### src/rtl/div_unit.sv
// Multi-cycle restoring divider for DIV/DIVU/REM/REMU with a registered
// one-cycle write-back to the register file.
//
// Ports:
//   clk, reset          clock; synchronous active-high reset
//   start, op           request (sampled in IDLE); 00 DIV 01 DIVU 10 REM 11 REMU
//   r1Data, r2Data      dividend, divisor
//   rdAddr              destination register
//   busy                high while a divide is in flight (RUN and DONE)
//   wEn, wAddr, wData   one-cycle register-file write-back
module div_unit #(
  parameter int RegisterWidth = 32,
  parameter int NRegisters    = 32,
  localparam int AddrWidth    = $clog2(NRegisters)
) (
  input  logic                     clk,
  input  logic                     reset,
  input  logic                     start,
  input  logic [1:0]               op,
  input  logic [RegisterWidth-1:0] r1Data,
  input  logic [RegisterWidth-1:0] r2Data,
  input  logic [AddrWidth-1:0]     rdAddr,
  output logic                     busy,
  output logic                     wEn,
  output logic [AddrWidth-1:0]     wAddr,
  output logic [RegisterWidth-1:0] wData
);

  localparam int W    = RegisterWidth;
  localparam int CntW = $clog2(W + 1);

  typedef enum logic [1:0] {
    IDLE,
    RUN,
    DONE
  } state_e;

  state_e               state_q;
  logic                 is_rem_q;
  logic [AddrWidth-1:0] rd_q;
  logic [W-1:0]         quo_q;
  logic [W-1:0]         rem_q;
  logic [W-1:0]         dvs_q;
  logic [CntW-1:0]      cnt_q;
  logic                 negq_q;
  logic                 negr_q;
  logic                 busy_q;
  logic                 wen_q;
  logic [AddrWidth-1:0] waddr_q;
  logic [W-1:0]         wdata_q;

  // Operand preparation for the start edge
  logic         sgn_op;
  logic         s1;
  logic         s2;
  logic [W-1:0] abs1;
  logic [W-1:0] abs2;

  always_comb begin
    sgn_op = ~op[0];
    s1     = sgn_op & r1Data[W-1];
    s2     = sgn_op & r2Data[W-1];
    abs1   = s1 ? (~r1Data + 1'b1) : r1Data;
    abs2   = s2 ? (~r2Data + 1'b1) : r2Data;
  end

  // One restoring shift-subtract step plus final sign fixup
  logic [W:0]   sh;
  logic [W:0]   diff;
  logic         ge;
  logic [W-1:0] rem_d;
  logic [W-1:0] quo_d;
  logic [W-1:0] q_fix;
  logic [W-1:0] r_fix;
  logic [W-1:0] res;

  always_comb begin
    sh    = {rem_q, quo_q[W-1]};
    diff  = sh - {1'b0, dvs_q};
    ge    = ~diff[W];
    rem_d = ge ? diff[W-1:0] : sh[W-1:0];
    quo_d = {quo_q[W-2:0], ge};
    q_fix = negq_q ? (~quo_d + 1'b1) : quo_d;
    r_fix = negr_q ? (~rem_d + 1'b1) : rem_d;
    res   = is_rem_q ? r_fix : q_fix;
  end

  always_ff @(posedge clk) begin
    if (reset) begin
      state_q  <= IDLE;
      is_rem_q <= 1'b0;
      rd_q     <= '0;
      quo_q    <= '0;
      rem_q    <= '0;
      dvs_q    <= '0;
      cnt_q    <= '0;
      negq_q   <= 1'b0;
      negr_q   <= 1'b0;
      busy_q   <= 1'b0;
      wen_q    <= 1'b0;
      waddr_q  <= '0;
      wdata_q  <= '0;
    end else begin
      unique case (state_q)
        IDLE: begin
          wen_q <= 1'b0;
          if (start) begin
            is_rem_q <= op[1];
            rd_q     <= rdAddr;
            quo_q    <= abs1;
            rem_q    <= '0;
            dvs_q    <= abs2;
            cnt_q    <= CntW'(W);
            // Divide by zero keeps the all-ones quotient unsigned
            negq_q   <= (s1 ^ s2) & (r2Data != '0);
            negr_q   <= s1;
            busy_q   <= 1'b1;
            state_q  <= RUN;
          end
        end
        RUN: begin
          rem_q <= rem_d;
          quo_q <= quo_d;
          cnt_q <= cnt_q - 1'b1;
          if (cnt_q == CntW'(1)) begin
            wdata_q <= res;
            waddr_q <= rd_q;
            wen_q   <= 1'b1;
            state_q <= DONE;
          end
        end
        DONE: begin
          wen_q   <= 1'b0;
          busy_q  <= 1'b0;
          state_q <= IDLE;
        end
        default: begin
          wen_q   <= 1'b0;
          busy_q  <= 1'b0;
          state_q <= IDLE;
        end
      endcase
    end
  end

  assign busy  = busy_q;
  assign wEn   = wen_q;
  assign wAddr = waddr_q;
  assign wData = wdata_q;

endmodule

### config.mk
export PLATFORM = sky130hd
export DESIGN_NAME = div_unit
export DESIGN_NICKNAME = d
export VERILOG_FILES = /design/src/rtl/div_unit.sv
export SDC_FILE = /design/constraint.sdc
export NUM_CORES = 1
export LEC_CHECK = 0
export CAP_MARGIN = 20
export CORE_ASPECT_RATIO = 0.8
export CORE_MARGIN = 5
export CORE_UTILIZATION = 46
export DETAILED_ROUTE_END_ITERATION = 8
export MAX_ROUTING_LAYER = met4
export PLACE_DENSITY = 0.67
export SKIP_LAST_GASP = 1
export SLEW_MARGIN = 20
export SYNTH_ARGS = -nofsm -noshare
export SYNTH_HDL_FRONTEND = slang
export SYNTH_SLANG_ARGS = --single-unit
### constraint.sdc
create_clock -name clk -period 7.15 [get_ports clk]
set_input_delay 0.715 -clock clk [delete_from_list [all_inputs] [get_ports clk]]
set_output_delay 0.715 -clock clk [all_outputs]
set_load 0.01 [all_outputs]
==> reports/summary.txt <==
fmax: 0.165 GHz
fillcell total: 2360
ys flop type: dfxtp_1
CP Buf/Inv Count: 2
startpoint types: flip-flop
final core occ: 54.3%
Reg area: 3020 sq um
multi-input gate area in the final layout: 7680 sq um
number of buffers added on ports: 112
Final WS setup: 1.08 ns
WHS: 0.458 ns
GPL Wtd Cong: 0.967
delay-heaviest family, CP: compound AO/OA/AOI/OAI gates
Final Skew: 0.00866 ns
DRT Wirelength: 37400 microns
Seq/Total Area, Yosys: 26.9%
area growth from synthesis to layout: 16.9%
CP endpoint kind: flip-flop
Num CTS Buffers: 17
clk slew on worst S/H paths: 0.07 ns
YS warnings: 0
clock sinks: 151
Detail Route Antenna Nets: 0
layout cells sized above 1: 5.87%
vias per inst: 6.07
Post-synth EDFFs: 0
mapped cell area: 11300 sq um
worst-path fanout max: 45
Seq cells post-synth: 151
setup_tns: 0 ns
# DRC: 0
worst path arrival time: 6.40 ns
CTS H-tree depth: 4
routed vias: 11400
R2R Setup Slk: 1.08 ns
Post-CTS Resized: 0
CTS Buffer Depth: 2
period utilisation layout: 84.9%
ys async rst share: 0%
n_diodes: 0
Hold Path Class: flip-flop to flip-flop
postcts setup bufs: 0
drt pass-1 iters: 5
Die Y: 150 microns
worst path required time: 7.48 ns
total power: 3560 uW
Total GRT Usage: 27.1%
IO Pins: 113
Max IR drop VDD: 0.173 mV
Max-cap violations: 0
die width: 185 microns
pin count of the biggest net entering global routing: 70
area leader, netlist: dfxtp_1
fin. max-slew vios: 0
total die area: 27700 sq um
core region area: 24200 sq um
Setup-failing EPs final: 0
initial antenna violation count: 0
# hold bufs at CTS: 0
initial core utilization: 46.4%
commonest non-fill, non-tap cells in the layout: nand2_1 (175), dfxtp_1 (150), a21oi_1 (135)
syn nets: 1613
Synth Instances: 1500
clock root buffer: clkbuf_16
top-area cell type share of the netlist area: 26.9%
Clock Latency Late Sink: 0.43 ns
Site Rows: 51
slowest stage delay, CP: 0.57 ns
min Tclk post-route: 6.07 ns
total gr overflow: 0
final hold violation count: 0
status: finished, final reports clean
Worst-Margin Slew: 1.07 ns
Slew HR: 28.3%
DRT iter0 DRCs: 1181
DR WL/cell: 19.8 microns
top cells by area, synth: dfxtp_1 (27%), a21oi_1 (6.0%), nand2_1 (5.8%)
post-DP HPWL: 28700 microns
Pleak: 0.00480 uW
power density over the cells: 270 nW/um^2
RSZ-0062 raised after global routing: no
slowest CP cell: o21a_1
commonest non-fill, non-tap cell in the layout: nand2_1
syn_area_per_cell: 7.50 sq um
CTS tree: done
WS Path Type: flip-flop to flip-flop
dpl ws: 1.24 ns
vias in the first global route: 10400
Distinct cells, synth: 78
first-pass GRT wire length: 58300 microns
critical-path cell list: inv_1 -> ha_1 -> fa_1 -> nand2b_1 -> a21oi_2 -> o211ai_4 -> a2111oi_4 -> o21a_1 -> nor2_8 -> inv_2 -> nor2_1 -> a21oi_1 -> ha_1 -> nand3_1 -> nor4_1 -> nand3_1 -> a21oi_1 -> a31oi_1 -> or3_4 -> o31ai_4 -> xnor2_1 -> a311oi_1
Final #Nets: 1667
==> synth_stat cells (13+ instances only) <==
master and instances:
nand2_1 175, dfxtp_1 151, a21oi_1 135, nor2_1 134
o21ai_0 108, clkbuf_1 79, xnor2_1 69, xor2_1 58
inv_1 53, a211oi_1 46, nor3_1 45, ha_1 38
a22oi_1 32, mux2i_1 26, o31ai_1 26, nand3_1 23
or3_1 20, nor4_1 19, or4_1 17, nand2b_1 16
a31oi_1 15, o211ai_1 15, a21o_1 14, a311oi_1 13
o41ai_1 13
==> logic make-up after synthesis <==
group | after synthesis | share of synthesized area (%)
multiplexers | 38 | 3.51
AND/OR/NAND/NOR | 507 | 21.4
adder cells (fa/ha/maj) | 39 | 4.40
XOR/XNOR | 127 | 9.88
buffers and inverters | 146 | 5.13
AO/OA/AOI/OAI | 492 | 28.9
flip-flops | 151 | 26.9
==> power by group <==
part           switching, uW  internal, uW
clock network            428           567
logic                   1020           577
registers               67.9           900
total                   1510          2040
==> worst paths after layout <==
check                                              end  depth (start not counted)              startpoint
worst max-delay path            wData[28]$_SDFFE_PP0P_                         22  quo_q[31]$_SDFFE_PP0P_
worst min register to register  dvs_q[26]$_SDFFE_PP0P_                          2  dvs_q[26]$_SDFFE_PP0P_
worst min-delay path            dvs_q[26]$_SDFFE_PP0P_                          2  dvs_q[26]$_SDFFE_PP0P_
worst max register to register  wData[28]$_SDFFE_PP0P_                         22  quo_q[31]$_SDFFE_PP0P_
==> sequential cells by signal (all words and copies together) (netlist names), 2 cells and up <==
name / cells
wAddr: 5
quo_q: 32
wData: 32
rem_q: 32
rd_q: 5
state_q: 2
dvs_q: 32
cnt_q: 6
==> final cells by class <==
cell class / instances / share of cell area [%]
multi-input cells: 1203 / 58.3
flip-flops and latches: 151 / 23.0
inverters: 55 / 1.57
repair buffers: 126 / 9.29
clock inverters: 15 / 1.58
clock buffers: 17 / 3.23
well taps: 318 / 3.02
==> worst min-delay path: cells and delay by family, from the launching register on <==
kind | cells | cell delay [ns]
AOI/OAI and AO/OA | 1 | 0.05
DFF | 1 | 0.31
and+or+nand+nor | 1 | 0.05
==> metal layers <==
metal / vias up / track usage (%) / wire, microns
met5: - / - / 0
met4: 0 / 5.10 / 495
met3: 45 / 3.65 / 2660
met2: 441 / 38.0 / 15500
met1: 5373 / 41.6 / 18700
li1: 5590 / - / -
==> per-stage QoR <==
step                cells  instance area [sq um]
finish               1885                  13200
global route         1885                  13200
CTS                  1885                  13200
detailed placement   1853                  12500
global placement     1853                  12500
floorplan            1500                  11300
Note: power is estimated with default switching activity, not from simulation.
